$ cat src/rtl/debug_snapshot_ctrl.sv
// Debug snapshot sequencer: copies one of two 16-byte probe pages byte-serially
// into a shadow bank that stays stable while the hex overlay row is drawn.
module debug_snapshot_ctrl #(
    parameter logic [10:0] CAPLINE = 11'd256,
    parameter logic [7:0]  DECIM   = 8'd1
) (
    input  logic         clk,
    input  logic         rst_n,
    input  logic         clken,
    input  logic [10:0]  hc,
    input  logic [10:0]  vc,
    input  logic [1:0]   mode,
    input  logic         page,
    input  logic         trig,
    input  logic [127:0] probe_p0,
    input  logic [127:0] probe_p1,
    output logic [127:0] shadow,
    output logic         busy,
    output logic         armed,
    output logic         cap_done,
    output logic [7:0]   cap_seq
);

    typedef enum logic [1:0] {
        S_IDLE,
        S_ARMED,
        S_COPY,
        S_HOLD
    } state_e;

    localparam logic [1:0] MODE_RUN  = 2'b00;
    localparam logic [1:0] MODE_SHOT = 2'b10;
    // A DECIM of 0 behaves like 1: capture every frame.
    localparam logic [7:0] RELOAD    = (DECIM == 8'd0) ? 8'd0 : DECIM - 8'd1;

    state_e       state_q, state_d;
    logic [7:0]   dec_q, dec_d;
    logic         trig_q, trig_d;
    logic         page_q, page_d;
    logic [3:0]   idx_q, idx_d;
    logic         shot_q, shot_d;
    logic [127:0] shadow_q, shadow_d;
    logic [7:0]   seq_q, seq_d;

    logic         frame_start;
    logic         trig_rise;
    logic [6:0]   bit_base;

    assign frame_start = clken && (vc == CAPLINE) && (hc == 11'd0);
    assign trig_rise   = clken && trig && !trig_q;
    assign bit_base    = {idx_q, 3'b000};

    always_comb begin
        // NOTE: every output of this block gets a default first so no latch is inferred.
        state_d  = state_q;
        dec_d    = dec_q;
        trig_d   = trig_q;
        page_d   = page_q;
        idx_d    = idx_q;
        shot_d   = shot_q;
        shadow_d = shadow_q;
        seq_d    = seq_q;
        cap_done = 1'b0;

        if (clken) begin
            trig_d = trig;
            unique case (state_q)
                S_IDLE: begin
                    if (mode == MODE_SHOT) begin
                        state_d = S_ARMED;
                    end else if (mode == MODE_RUN && frame_start) begin
                        if (dec_q == 8'd0) begin
                            state_d = S_COPY;
                            dec_d   = RELOAD;
                            shot_d  = 1'b0;
                            page_d  = page;
                            idx_d   = 4'd0;
                        end else begin
                            dec_d = dec_q - 8'd1;
                        end
                    end
                end
                // HOLD differs from ARMED only in that a held-high trig cannot fire,
                // which the edge detector already guarantees.
                S_ARMED, S_HOLD: begin
                    if (mode != MODE_SHOT) begin
                        state_d = S_IDLE;
                    end else if (trig_rise) begin
                        state_d = S_COPY;
                        shot_d  = 1'b1;
                        page_d  = page;
                        idx_d   = 4'd0;
                    end
                end
                S_COPY: begin
                    shadow_d[bit_base +: 8] = page_q ? probe_p1[bit_base +: 8]
                                                     : probe_p0[bit_base +: 8];
                    idx_d = idx_q + 4'd1;
                    if (idx_q == 4'd15) begin
                        cap_done = 1'b1;
                        seq_d    = seq_q + 8'd1;
                        state_d  = shot_q ? S_HOLD : S_IDLE;
                    end
                end
                default: state_d = S_IDLE;
            endcase
        end
    end

    // NOTE: sequential state uses non-blocking assignments; the shadow bank is
    // plain flops and must clear on reset, so it is reset with everything else.
    always_ff @(posedge clk or negedge rst_n) begin
        if (!rst_n) begin
            state_q  <= S_IDLE;
            dec_q    <= 8'd0;
            trig_q   <= 1'b0;
            page_q   <= 1'b0;
            idx_q    <= 4'd0;
            shot_q   <= 1'b0;
            shadow_q <= '0;
            seq_q    <= 8'd0;
        end else begin
            state_q  <= state_d;
            dec_q    <= dec_d;
            trig_q   <= trig_d;
            page_q   <= page_d;
            idx_q    <= idx_d;
            shot_q   <= shot_d;
            shadow_q <= shadow_d;
            seq_q    <= seq_d;
        end
    end

    assign shadow  = shadow_q;
    assign busy    = (state_q == S_COPY);
    assign armed   = (state_q == S_ARMED);
    assign cap_seq = seq_q;

endmodule

$ cat config.mk
export PLATFORM = sky130hd
export DESIGN_NAME = debug_snapshot_ctrl
export DESIGN_NICKNAME = d
export VERILOG_FILES = /design/src/rtl/debug_snapshot_ctrl.sv
export SDC_FILE = /design/constraint.sdc
export NUM_CORES = 1
export LEC_CHECK = 0
export ABC_AREA = 1
export CORE_MARGIN = 2
export CORE_UTILIZATION = 39
export CTS_CLUSTER_SIZE = 20
export DETAILED_ROUTE_END_ITERATION = 10
export PLACE_DENSITY = 0.82
export SETUP_SLACK_MARGIN = 0.4
export SYNTH_ARGS = -nofsm -noshare
export SYNTH_HDL_FRONTEND = slang
export SYNTH_SLANG_ARGS = --single-unit
$ cat constraint.sdc
create_clock -name clk -period 2.4 [get_ports clk]
set_input_delay 0.48 -clock clk [delete_from_list [all_inputs] [get_ports clk]]
set_output_delay 0.48 -clock clk [all_outputs]
set_load 0.02 [all_outputs]
==> PnR_summary.wiki <==
{| class="wikitable"
! Metric !! Value
|-
| Core area || 25100 µm²
|-
| Top-area cell type share of the netlist area || 38.5%
|-
| Unrepaired setup endpoints after global routing || true
|-
| Per-instance average area after synthesis || a little under 7 µm²
|-
| H-Tree Depth || 4
|-
| Fraction of registers with async set or reset after synthesis || 100%
|-
| Number of antenna violations at the first check in global routing || 3
|-
| Via density per instance || around 5.3
|-
| Clock sink count || 153
|-
| DP Area || 14900 µm²
|-
| Cell area after synthesis || roughly 10000 µm²
|-
| Clock root buffer || sky130_fd_sc_hd__clkbuf_16
|-
| Post-Syn Nets || 1758
|-
| Iter 0 DRT Violations || 1394
|-
| First drt pass iteration count || 6
|-
| Routed wirelength normalized by instance count || about 20 µm
|-
| Io pins || 424
|-
| Max VDD drop || 721 µV
|-
| Arrival @ worst endpoint || 2.55 ns
|-
| Grt ovf || 0
|-
| Dominant cells by area after synthesis || sky130_fd_sc_hd__dfrtp_1 38%, sky130_fd_sc_hd__nand2_1 20%, sky130_fd_sc_hd__inv_1 5.4%, sky130_fd_sc_hd__nor2_1 5.4%, sky130_fd_sc_hd__nand3_1 5.2%
|-
| Number of hold violations in the final report || 0
|-
| Fin util || 67.8%
|-
| Detailed placement HPWL || 31100 µm
|-
| Slew of the pin with the lowest slew margin || 0.487 ns
|-
| Largest net degree at the start of global routing || 68
|-
| Leakage power total || 8.28 nW
|-
| Post-route setup slack || 0.211 ns
|-
| Reg2Reg Capture Point || shadow[125]$_DFFE_PN0P_
|-
| Critical path's top delay family || simple AND/OR/NAND/NOR gates
|-
| Vertical die dimension || about 160 µm
|-
| Number of synthesis warnings || 0
|-
| Portion of the post-synthesis area used by sequential elements || 38.5%
|-
| Initial standard-cell utilization of the core || 39.6%
|-
| Net total in the final layout || 2250
|-
| Flop and latch count out of synthesis || between 150 and 200
|-
| Clock skew after layout || between 0.01 and 0.015 ns
|-
| Max Fanout on Critical Path || 8
|-
| Cell type with the largest total area after synthesis || sky130_fd_sc_hd__dfrtp_1
|-
| Path class of the lowest-slack min-delay path || reg -> reg
|-
| Cell at the slowest stage of the critical path || sky130_fd_sc_hd__dfrtp_4
|-
| Post-route cell area || 17000 µm²
|-
| Setup-failing EPs final || 0
|-
| Area enclosed by the die boundary || 26800 µm²
|-
| Most used flip-flop cell after synthesis || sky130_fd_sc_hd__dfrtp_1
|-
| F_max || 457 MHz
|-
| Remaining number of nets flagged by the antenna check after routing || 0
|-
| Max-slew violations || 0
|-
| CTS Buf Count || 17
|-
| Hold path cells || 2
|-
| First-pass GRT wire length || 65400 µm
|-
| Largest stage delay, worst path || 0.58 ns
|-
| Hold path startpoint || trig_q$_DFFE_PN0P_
|-
| Number of max-cap violations || 0
|-
| Critical path required time || 2.77 ns
|-
| Insertion delay of the later-clocked pin in the worst-skew pair || 0.43 ns
|-
| Ratio of final minimum period to clock period || 91.2%
|-
| Clock period minus final worst setup slack || ~2.2 ns
|-
| Power per Cell Area || 1250 nW/µm²
|-
| Kind of capture point of the worst setup path || flip-flop
|-
| Global router's overall resource usage || 31.9%
|-
| Worst-case headroom to the max-slew limit || 67.5%
|-
| Synth unique cells || 41
|-
| Number of buffers and inverters on the critical path || 5
|-
| Startpoint kind of the worst setup timing path || flip-flop
|-
| TritonCTS clock tree || built
|-
| Worst setup slack after placement || -0.157 ns
|-
| Fraction of final layout cells sized beyond drive strength 1 || 20.0%
|-
| Destination of the worst hold path || trig_q$_DFFE_PN0P_
|-
| Detailed-route DRC error count || 0
|-
| Num rows || 58
|-
| Overall die width || 164 µm
|-
| Weighted congestion at the end of routability-driven global placement || 0.971
|-
| IO Port Bufs || 423
|-
| Register-to-register setup slack || 0.21 ns
|-
| Total via count after detailed routing || about 12000
|-
| Worst hold margin || 0.476 ns
|-
| Total length of routed wires || 45000 µm
|-
| Number of flops mapped to enable cells by yosys || 0
|-
| Launching point of the worst reg2reg path || page_q$_DFFE_PN0P_
|-
| Length in cells of the worst reg-to-reg path || 14
|-
| Post-synthesis instance total || 1465
|-
| Clock slew seen by the registers of the worst setup and hold paths || 0.07 ns
|-
| Buffer levels on the longest clock path || 2
|-
| Layout-stage area growth over the synthesis result || 71.1%
|-
| Run status || finished clean
|-
| Number of global-route vias before repair || 11700
|-
| Critical path type || reg -> reg
|-
| Crit path cell chain || buf_16 -> buf_8 -> buf_6 -> nand2_1 -> nand3_2 -> nand2_2 -> nand2_2 -> nand3_2 -> nor2_4 -> nor2_4 -> buf_12 -> clkbuf_16 -> nand4_1 -> nand2_1
|}
==> area by class of cell <==
cell class                      count  area, µm²
Timing Repair Buffer              553       5850
Multi-Input combinational cell   1068       5630
Timing Repair inverter              1       8.76
Clock buffer                       20        447
Antenna cell                        3       7.51
Tap cell                          330        413
Sequential cell                   153       3840
Clock inverter                     11        159
Fill cell                        1987       8090
Inverter                          163        662
==> placed cells by master, fill, tap and decap left out, types with 3 or more instances in the layout <==
cell type	netlist	routed
sky130_fd_sc_hd__buf_16	0	7
sky130_fd_sc_hd__o21ai_0	79	41
sky130_fd_sc_hd__nor2_4	11	34
sky130_fd_sc_hd__buf_12	0	22
sky130_fd_sc_hd__a21oi_2	6	19
sky130_fd_sc_hd__diode_2	0	3
sky130_fd_sc_hd__dfrtp_2	0	3
sky130_fd_sc_hd__inv_4	1	4
sky130_fd_sc_hd__inv_1	144	135
sky130_fd_sc_hd__xor2_1	12	12
sky130_fd_sc_hd__ha_1	8	6
sky130_fd_sc_hd__o211ai_1	5	5
sky130_fd_sc_hd__dfrtp_1	153	148
sky130_fd_sc_hd__inv_6	1	7
sky130_fd_sc_hd__nand2_4	4	8
sky130_fd_sc_hd__buf_6	14	32
sky130_fd_sc_hd__o21ai_2	2	37
sky130_fd_sc_hd__clkbuf_16	0	21
sky130_fd_sc_hd__nand4_1	76	76
sky130_fd_sc_hd__nor2_2	13	23
sky130_fd_sc_hd__clkinvlp_4	0	3
sky130_fd_sc_hd__buf_4	21	61
sky130_fd_sc_hd__o21ai_1	20	23
sky130_fd_sc_hd__buf_8	0	5
sky130_fd_sc_hd__nand2_2	14	41
sky130_fd_sc_hd__a21oi_1	30	16
sky130_fd_sc_hd__bufinv_16	0	3
sky130_fd_sc_hd__nand3_1	104	83
sky130_fd_sc_hd__clkdlybuf4s50_1	0	417
sky130_fd_sc_hd__nand2_1	523	492
sky130_fd_sc_hd__nand3_2	3	22
sky130_fd_sc_hd__inv_2	16	17
sky130_fd_sc_hd__nor2_1	142	109
==> metrics by stage <==
stage	TNS (ns)	total power, W	cells
6_report	0	0.0213	2302
3_3_place_gp	-0.677	0.0146	2204
3_5_place_dp	-1.38	0.0148	2204
2_1_floorplan	0	0.0101	1465
4_1_cts	0	0.0195	2271
5_1_grt	0	0.0223	2301
==> repair_timing <==
action                                  in CTS  in global routing
pin swaps                                   33                 52
buffers inserted                            25                 22
hold buffers                                 1                  0
gates cloned                                10                  6
hold endpoints to repair                     1                  0
endpoints found under the setup margin     132                136
gates resized for setup                    131                137
==> kinds of logic (layout without fill, tap and decap cells) <==
family	Yosys count	in the layout	synth area share (%)
AND/OR/NAND/NOR	901	901	39.9
buffers and inverters	244	748	11.5
flip-flops	153	153	38.5
AO/OA/AOI/OAI	143	143	7.65
XOR/XNOR	15	15	1.40
adder cells (fa/ha/maj)	8	8	1.01
multiplexers	1	1	0.113
other	0	3	0
==> metal layers <==
layer	wire length, µm	global-route usage (%)	vias up	share of wire [%]
met5	0	0	-	0
met4	1730	10.7	0	3.8
met1	17300	40.1	5790	39
met3	4190	7.15	137	9.3
met2	21800	54.2	685	48
li1	-	-	5638	-
==> synth_stat cells (2+ instances only) <==
| cell type | instances |
|---|---|
| sky130_fd_sc_hd__o21ai_2 | 2 |
| sky130_fd_sc_hd__or2_2 | 2 |
| sky130_fd_sc_hd__buf_2 | 26 |
| sky130_fd_sc_hd__nand4_1 | 76 |
| sky130_fd_sc_hd__o21ai_0 | 79 |
| sky130_fd_sc_hd__buf_6 | 14 |
| sky130_fd_sc_hd__o211ai_1 | 5 |
| sky130_fd_sc_hd__a21oi_2 | 6 |
| sky130_fd_sc_hd__nor2_2 | 13 |
| sky130_fd_sc_hd__nand2_2 | 14 |
| sky130_fd_sc_hd__o21ai_1 | 20 |
| sky130_fd_sc_hd__inv_2 | 16 |
| sky130_fd_sc_hd__buf_4 | 21 |
| sky130_fd_sc_hd__nor3_1 | 2 |
| sky130_fd_sc_hd__clkbuf_1 | 17 |
| sky130_fd_sc_hd__nand3_1 | 104 |
| sky130_fd_sc_hd__inv_1 | 144 |
| sky130_fd_sc_hd__a21oi_1 | 30 |
| sky130_fd_sc_hd__xor2_1 | 12 |
| sky130_fd_sc_hd__nand3_2 | 3 |
| sky130_fd_sc_hd__nand2_1 | 523 |
| sky130_fd_sc_hd__dfrtp_1 | 153 |
| sky130_fd_sc_hd__buf_1 | 3 |
| sky130_fd_sc_hd__nor2_1 | 142 |
| sky130_fd_sc_hd__nand2_4 | 4 |
| sky130_fd_sc_hd__nor2_4 | 11 |
| sky130_fd_sc_hd__ha_1 | 8 |
| sky130_fd_sc_hd__xnor2_1 | 2 |
==> tightest hold or removal path, stage by stage, from the launching register on <==
cell and delay (ns):
sky130_fd_sc_hd__dfrtp_1 0.35, sky130_fd_sc_hd__nand2_1 0.05, sky130_fd_sc_hd__nand2_1 0.05
==> state kept, by name (all words and copies together) (netlist names) <==
name     cells
shadow     128
cap_seq      8
dec_q        8
idx_q        4
state_q      2
page_q       1
shot_q       1
trig_q       1
==> worst max-delay path by stage <==
stage	start	to	slack (ns)	cells after the start
floorplan	idx_q[0]$_DFFE_PN0P_	shadow[64]$_DFFE_PN0P_	0.26	13
finish	page_q$_DFFE_PN0P_	shadow[125]$_DFFE_PN0P_	0.21	14
global placement	probe_p1[20]	shadow[4]$_DFFE_PN0P_	-0.10	9
detailed placement	probe_p1[20]	shadow[4]$_DFFE_PN0P_	-0.16	9
global route	page_q$_DFFE_PN0P_	shadow[17]$_DFFE_PN0P_	0.14	14
CTS	idx_q[0]$_DFFE_PN0P_	shadow[75]$_DFFE_PN0P_	0.27	14
==> report_power, final <==
part	switching (W)	internal, W	leakage (nW)
Sequential	0.000645	0.00332	2.08
Combinational	0.00840	0.00613	5.92
Clock	0.00113	0.00168	0.293
(Power assumes the default switching activity.)
